$ cat config.mk
export PLATFORM = sky130hd
export DESIGN_NAME = seq_bit_deserializer_flat
export DESIGN_NICKNAME = d
export VERILOG_FILES = /design/src/rtl/seq_deser_pkg.sv /design/src/rtl/seq_bit_deserializer_if.sv /design/src/rtl/seq_deser_shift.sv /design/src/rtl/seq_bit_deserializer.sv /design/src/flat_wrapper.sv
export SDC_FILE = /design/constraint.sdc
export NUM_CORES = 1
export LEC_CHECK = 0
export CORE_MARGIN = 5
export CORE_UTILIZATION = 45
export DETAILED_ROUTE_END_ITERATION = 12
export PLACE_DENSITY = 0.72
export SYNTH_ARGS = -nofsm -noshare
export SYNTH_HDL_FRONTEND = slang
export SYNTH_SLANG_ARGS = --single-unit
$ cat constraint.sdc
create_clock -name clk -period 4.01 [get_ports clk]
set_clock_uncertainty 0.1 [all_clocks]
set_input_delay 0.401 -clock clk [delete_from_list [all_inputs] [get_ports clk]]
set_output_delay 0.401 -clock clk [all_outputs]
set_load 0.005 [all_outputs]
$ cat src/rtl/seq_deser_pkg.sv
// -----------------------------------------------------------------------------
// seq_deser_pkg
//
// Shared definitions for the serial-to-parallel receiver:
//   cnt_w()        width of the bit counter for a given word width
//   hold_state_e   occupancy of the output holding register
// -----------------------------------------------------------------------------
package seq_deser_pkg;

  // Bit counter width. Counts 0..width-1, so $clog2(width) bits suffice.
  // Usable in constant expressions (parameter / localparam sizing).
  function automatic int cnt_w(input int width);
    return $clog2(width);
  endfunction

  // Holding register occupancy. FULL is exactly the word_valid condition.
  typedef enum logic {
    FREE = 1'b0,
    FULL = 1'b1
  } hold_state_e;

endpackage : seq_deser_pkg

$ cat src/rtl/seq_bit_deserializer_if.sv
// -----------------------------------------------------------------------------
// seq_bit_deserializer_if
//
// Bundles the serial input and the parallel word handshake of the receiver.
//
//   bit_valid   source -> rx   bit_in is valid this cycle
//   bit_in      source -> rx   serial data bit
//   word_ready  sink   -> rx   consumer takes word when word_valid=1
//   word_valid  rx -> sink     word holds an unconsumed assembled word
//   word        rx -> sink     assembled word (registered)
//   bit_count   rx -> any      bits collected toward the current word
//   overrun     rx -> any      sticky: a completed word was dropped
//
// Modports:
//   master  the environment (bit source + word consumer)
//   slave   the deserializer itself
// -----------------------------------------------------------------------------
interface seq_bit_deserializer_if
  import seq_deser_pkg::*;
#(
  parameter int WIDTH = 8
);

  localparam int CW = cnt_w(WIDTH);

  logic             bit_valid;
  logic             bit_in;
  logic             word_ready;
  logic             word_valid;
  logic [WIDTH-1:0] word;
  logic [CW-1:0]    bit_count;
  logic             overrun;

  modport master (
    output bit_valid,
    output bit_in,
    output word_ready,
    input  word_valid,
    input  word,
    input  bit_count,
    input  overrun
  );

  modport slave (
    input  bit_valid,
    input  bit_in,
    input  word_ready,
    output word_valid,
    output word,
    output bit_count,
    output overrun
  );

endinterface : seq_bit_deserializer_if

$ cat src/rtl/seq_deser_shift.sv
// -----------------------------------------------------------------------------
// seq_deser_shift
//
// Shift register plus bit counter. Every accepted bit is shifted in and
// counted; the bit that brings the count to WIDTH completes a word.
//
//   clk        rising-edge clock
//   rst        synchronous, active-high reset
//   bit_valid  accept bit_in this cycle
//   bit_in     serial data bit
//   assembled  shift register contents *including* this cycle's bit_in,
//              i.e. the complete word when done=1
//   done       this cycle's bit completes a word (combinational pulse)
//   bit_count  bits collected toward the current word (registered)
//
// LSB_FIRST=1 shifts right inserting at the MSB, so after WIDTH bits the
// first bit sits in bit 0. LSB_FIRST=0 shifts left inserting at the LSB, so
// the first bit ends up in bit WIDTH-1.
// -----------------------------------------------------------------------------
module seq_deser_shift
  import seq_deser_pkg::*;
#(
  parameter int WIDTH     = 8,
  parameter bit LSB_FIRST = 1'b1
) (
  input  logic                    clk,
  input  logic                    rst,
  input  logic                    bit_valid,
  input  logic                    bit_in,
  output logic [WIDTH-1:0]        assembled,
  output logic                    done,
  output logic [cnt_w(WIDTH)-1:0] bit_count
);

  localparam int            CW   = cnt_w(WIDTH);
  // Terminal count at full counter width; for power-of-two WIDTH the wrap
  // comes from this compare rather than from counter overflow.
  localparam logic [CW-1:0] LAST = CW'(WIDTH - 1);

  logic [WIDTH-1:0] shreg_q;
  logic [WIDTH-1:0] shreg_next;
  logic [CW-1:0]    count_q;

  generate
    if (LSB_FIRST) begin : g_lsb_first
      assign shreg_next = {bit_in, shreg_q[WIDTH-1:1]};
    end else begin : g_msb_first
      assign shreg_next = {shreg_q[WIDTH-2:0], bit_in};
    end
  endgenerate

  assign done      = bit_valid && (count_q == LAST);
  assign assembled = shreg_next;
  assign bit_count = count_q;

  // NOTE: sequential state is written only with non-blocking assignments so
  // every register samples the pre-edge values regardless of statement order.
  always_ff @(posedge clk) begin
    if (rst) begin
      shreg_q <= '0;
      count_q <= '0;
    end else if (done) begin
      shreg_q <= shreg_next;
      count_q <= '0;
    end else if (bit_valid) begin
      shreg_q <= shreg_next;
      count_q <= count_q + CW'(1);
    end
  end

endmodule : seq_deser_shift

$ cat src/rtl/seq_bit_deserializer.sv
// -----------------------------------------------------------------------------
// seq_bit_deserializer
//
// Serial-to-parallel receiver. One bit per cycle under bit_valid is
// assembled into a WIDTH-bit word which is then offered through a
// word_valid/word_ready handshake from a single holding register.
//
//   clk   rising-edge clock
//   rst   synchronous, active-high reset (clears all state and outputs)
//   bus   seq_bit_deserializer_if.slave:
//           bit_valid, bit_in, word_ready  (in)
//           word_valid, word, bit_count, overrun (out)
//
// The holding register accepts a new word when it is empty or when the old
// word is being taken on the same edge. A word that completes while the
// register is full and not being read is dropped and sets the sticky
// overrun flag; the old word stays put.
// -----------------------------------------------------------------------------
module seq_bit_deserializer
  import seq_deser_pkg::*;
#(
  parameter int WIDTH     = 8,
  parameter bit LSB_FIRST = 1'b1
) (
  input logic                   clk,
  input logic                   rst,
  seq_bit_deserializer_if.slave bus
);

  localparam int CW = cnt_w(WIDTH);

  logic [WIDTH-1:0] assembled;
  logic             done;
  logic [CW-1:0]    bit_count;

  hold_state_e      hold_q;
  logic [WIDTH-1:0] word_q;
  logic             overrun_q;
  logic             hold_free;

  seq_deser_shift #(
    .WIDTH     (WIDTH),
    .LSB_FIRST (LSB_FIRST)
  ) u_shift (
    .clk       (clk),
    .rst       (rst),
    .bit_valid (bus.bit_valid),
    .bit_in    (bus.bit_in),
    .assembled (assembled),
    .done      (done),
    .bit_count (bit_count)
  );

  // Free if empty, or if the current word leaves on this edge.
  assign hold_free = (hold_q == FREE) || bus.word_ready;

  always_ff @(posedge clk) begin
    if (rst) begin
      hold_q    <= FREE;
      word_q    <= '0;
      overrun_q <= 1'b0;
    end else if (done) begin
      if (hold_free) begin
        word_q <= assembled;
        hold_q <= FULL;
      end else begin
        overrun_q <= 1'b1;
      end
    end else if ((hold_q == FULL) && bus.word_ready) begin
      hold_q <= FREE;
    end
  end

  assign bus.word_valid = (hold_q == FULL);
  assign bus.word       = word_q;
  assign bus.bit_count  = bit_count;
  assign bus.overrun    = overrun_q;

endmodule : seq_bit_deserializer

$ cat src/flat_wrapper.sv
// flat-port wrapper written by rule: the top's interface ports become plain ports
module seq_bit_deserializer_flat import seq_deser_pkg::*;
#(
  parameter int WIDTH     = 8,
  parameter bit LSB_FIRST = 1'b1
)
  (clk, rst, bus_bit_valid, bus_bit_in, bus_word_ready, bus_word_valid, bus_word, bus_bit_count, bus_overrun);
  seq_bit_deserializer_if #(.WIDTH(WIDTH)) bus_i ();
  input logic clk;
  input logic rst;
  input wire logic [$bits(bus_i.bit_valid)-1:0] bus_bit_valid;
  input wire logic [$bits(bus_i.bit_in)-1:0] bus_bit_in;
  input wire logic [$bits(bus_i.word_ready)-1:0] bus_word_ready;
  output wire logic [$bits(bus_i.word_valid)-1:0] bus_word_valid;
  output wire logic [$bits(bus_i.word)-1:0] bus_word;
  output wire logic [$bits(bus_i.bit_count)-1:0] bus_bit_count;
  output wire logic [$bits(bus_i.overrun)-1:0] bus_overrun;
  assign bus_i.bit_valid = bus_bit_valid;
  assign bus_i.bit_in = bus_bit_in;
  assign bus_i.word_ready = bus_word_ready;
  assign bus_word_valid = bus_i.word_valid;
  assign bus_word = bus_i.word;
  assign bus_bit_count = bus_i.bit_count;
  assign bus_overrun = bus_i.overrun;
  seq_bit_deserializer #(.WIDTH(WIDTH), .LSB_FIRST(LSB_FIRST)) u_core (.clk(clk), .rst(rst), .bus(bus_i));
endmodule
==> qor.txt <==
post-synthesis mux area share - 0.1885
largest family of logic cells by synthesized area - simple AND/OR/NAND/NOR gates
P&R area growth vs syn - 25.92%
Reg2Reg Setup Slack - 2.41 ns
pre-CTS setup slack - 1.817 ns
most frequent cell after synthesis - dfxtp_1
status - completed
setup TNS - 0 ns
Avg Vias per Cell - 4.738
CP Max Fanout - 15
CP Capture Type - flip-flop
Leakage - 0.3843 nW
# rows - 15
GPL Wtd Cong - 0.6911
Buf/Inv on CP - 1
crit path time final - 1.840 ns
H-Tree Depth - 1
die height - 53.45 um
die width - 53.45 um
post-synthesis compound-gate area fraction - 0.02504
Adder-Cell Fraction of Synth Area - 0.02946
GRT overflow - 0
unrepaired setup endpoints after global routing - no
PortBufs - 17
Post-synth ARST share - 0
Post-CTS Resized - 0
number of enable flip-flop cells after synthesis - 0
die area - 2857 um2
fmax - 0.5435 GHz
CTS Buffer Depth - 2
Total Power - 0.3919 mW
GRT Util Overall - 0.1222
Synth area leaders - dfxtp_1 47%, mux2i_1 19%, nand2b_1 13%
Setup WS post-layout - 2.170 ns
sequential element share of the synthesized area - 0.4713
Commonest cells post-synth - 20 x dfxtp_1, 18 x nand2b_1, 16 x mux2i_1
Mapped Area - 849.6 um2
unique cell type count in the Yosys netlist - 14
final WL - 1466 um
Ant. Diodes - 0
post-DR wirelength/cell - 12.02 um
Yosys top cell by area - dfxtp_1
final worst path period share - 0.4588
Clock Latency Late Sink - 0.30 ns
crit path kind - in2reg
drt drc - 0
DRT Pass-1 Iters - 4
Iteration-0 DRC Markers - 3
max_slew headroom - 0.4921
Primary FF master, synth - dfxtp_1
Post-Synth Simple-Gate Area - 0.2459
Max Cap Viol - 0
Largest stage delay, worst path - 0.91 ns
worst path arrival time - 1.97 ns
Post-CTS Setup Repair Bufs - 0
Synthesized Nets - 88
worst-margin pin slew - 0.7595 ns
hold_buf cts - 0
Syn Inst Count - 81
Synth Area in XOR/XNOR - 0
Yosys top cell area share - 0.4713
HP Class - reg2reg
Sink Count - 20
CP max-delay cell - clkdlybuf4s50_1
total core area - 1764 um2
ANT nets after route - 0
Starting Density - 0.4816
layout cells sized above 1 - 0.07216
clock buffer count from CTS - 3
io pins - 18
first-pass GRT wire length - 2497 um
pwr/cell area - 366.4 nW/um2
crit path cell chain - clkdlybuf4s50_1, nand2_2, nor2_8, mux2i_1
Via Count - 578
Setup-failing EPs final - 0
Slew Limit Fails - 0
critical path's top delay family - buffers and inverters
Ys Warns - 0
initial antenna violation count - 0
syn avg cell area - 10.49 um2
CTS tree - yes
clock-pin slew on the worst setup and hold paths - 0.11 ns
nets - 105
clock root buffer - clkbuf_4
post-synthesis register bit count - 20
VDD IR-drop max - 230.3 uV
Req. time, crit path - 4.14 ns
number of global-route vias before repair - 564
critical path launch point type - primary input
final hold viol count - 0
pin count of the biggest net entering global routing - 29
fillers - 172
-- state kept, by name (all words and copies together), names as in the netlist --
register and count:
u_core.bus.overrun 1, u_core.bus.word 8, u_core.bus.word_valid 1, u_core.u_shift.bit_count 3, u_core.u_shift.shreg_q 7
-- cell type report --
class                           instances  area (um2)  area share
Clock buffer                            3       22.52     0.02105
Clock inverter                          1       30.03     0.02807
Multi-Input combinational cell         56       415.4      0.3883
Sequential cell                        20       400.4      0.3743
Tap cell                               25       31.28     0.02924
Timing Repair Buffer                   17       170.2      0.1591
-- worst paths after layout --
check                         startpoint            endpoint  cells after the start
max                        bus_bit_valid  u_core.bus.word[6]                      4
min                   u_core.bus.overrun  u_core.bus.overrun                      2
max reg2reg  u_core.u_shift.bit_count[0]  u_core.bus.word[6]                      5
min reg2reg           u_core.bus.overrun  u_core.bus.overrun                      2
-- layout by cell type (no fill, tap or decap), drive strengths merged --
cell type,synthesis,layout
dfxtp,20,20
nand2b,18,18
clkdlybuf4s50,0,17
mux2i,16,16
nor2,12,12
a21oi,3,3
clkbuf,0,3
nand3b,2,2
ha,2,2
nor2b,1,1
nand2,1,1
a31oi,1,1
bufinv,0,1
-- routing by layer --
layer / part of all wire / wire [um] / vias to the layer above / GRT usage
li1: - / - / 297 / -
met3: 0.047 / 69 / 2 / 0.03662
met1: 0.47 / 689 / 266 / 0.1446
met2: 0.47 / 694 / 13 / 0.2020
met5: 0 / 0 / - / 0
met4: 0.0082 / 12 / 0 / 0.05106
-- power breakdown --
group,switching [mW],internal [mW]
Clock,0.0625,0.101
Sequential,0.00243,0.202
Combinational,0.0105,0.0139
-- worst reg2reg max path: stages, from the launching register on --
cell and delay, ns:
dfxtp_1 0.39, ha_1 0.17, ha_1 0.27, nand2_2 0.13, nor2_8 0.26, mux2i_1 0.22
-- metrics by stage --
stage | cell area, um2 | instances | hold WS [ns] | utilization
final | 1070 | 122 | 0.3800 | 0.6064
after global routing | 1070 | 122 | 0.4082 | 0.6064
after CTS | 1070 | 122 | 0.3824 | 0.6064
after detailed placement | 1017 | 118 | 0.3533 | 0.5766
after global placement | 1017 | 118 | 0.3449 | 0.5766
after floorplan | 849.6 | 81 | 0.3507 | -
-- logic make-up (layout without fill, tap and decap cells) --
logic type | after synthesis | in the layout
AOI/OAI and AO/OA | 4 | 4
and+or+nand+nor | 34 | 34
muxes | 16 | 16
DFF | 20 | 20
adders and majority gates | 2 | 2
buffers and inverters | 5 | 21
No activity file was read; power rests on OpenSTA's default activity.
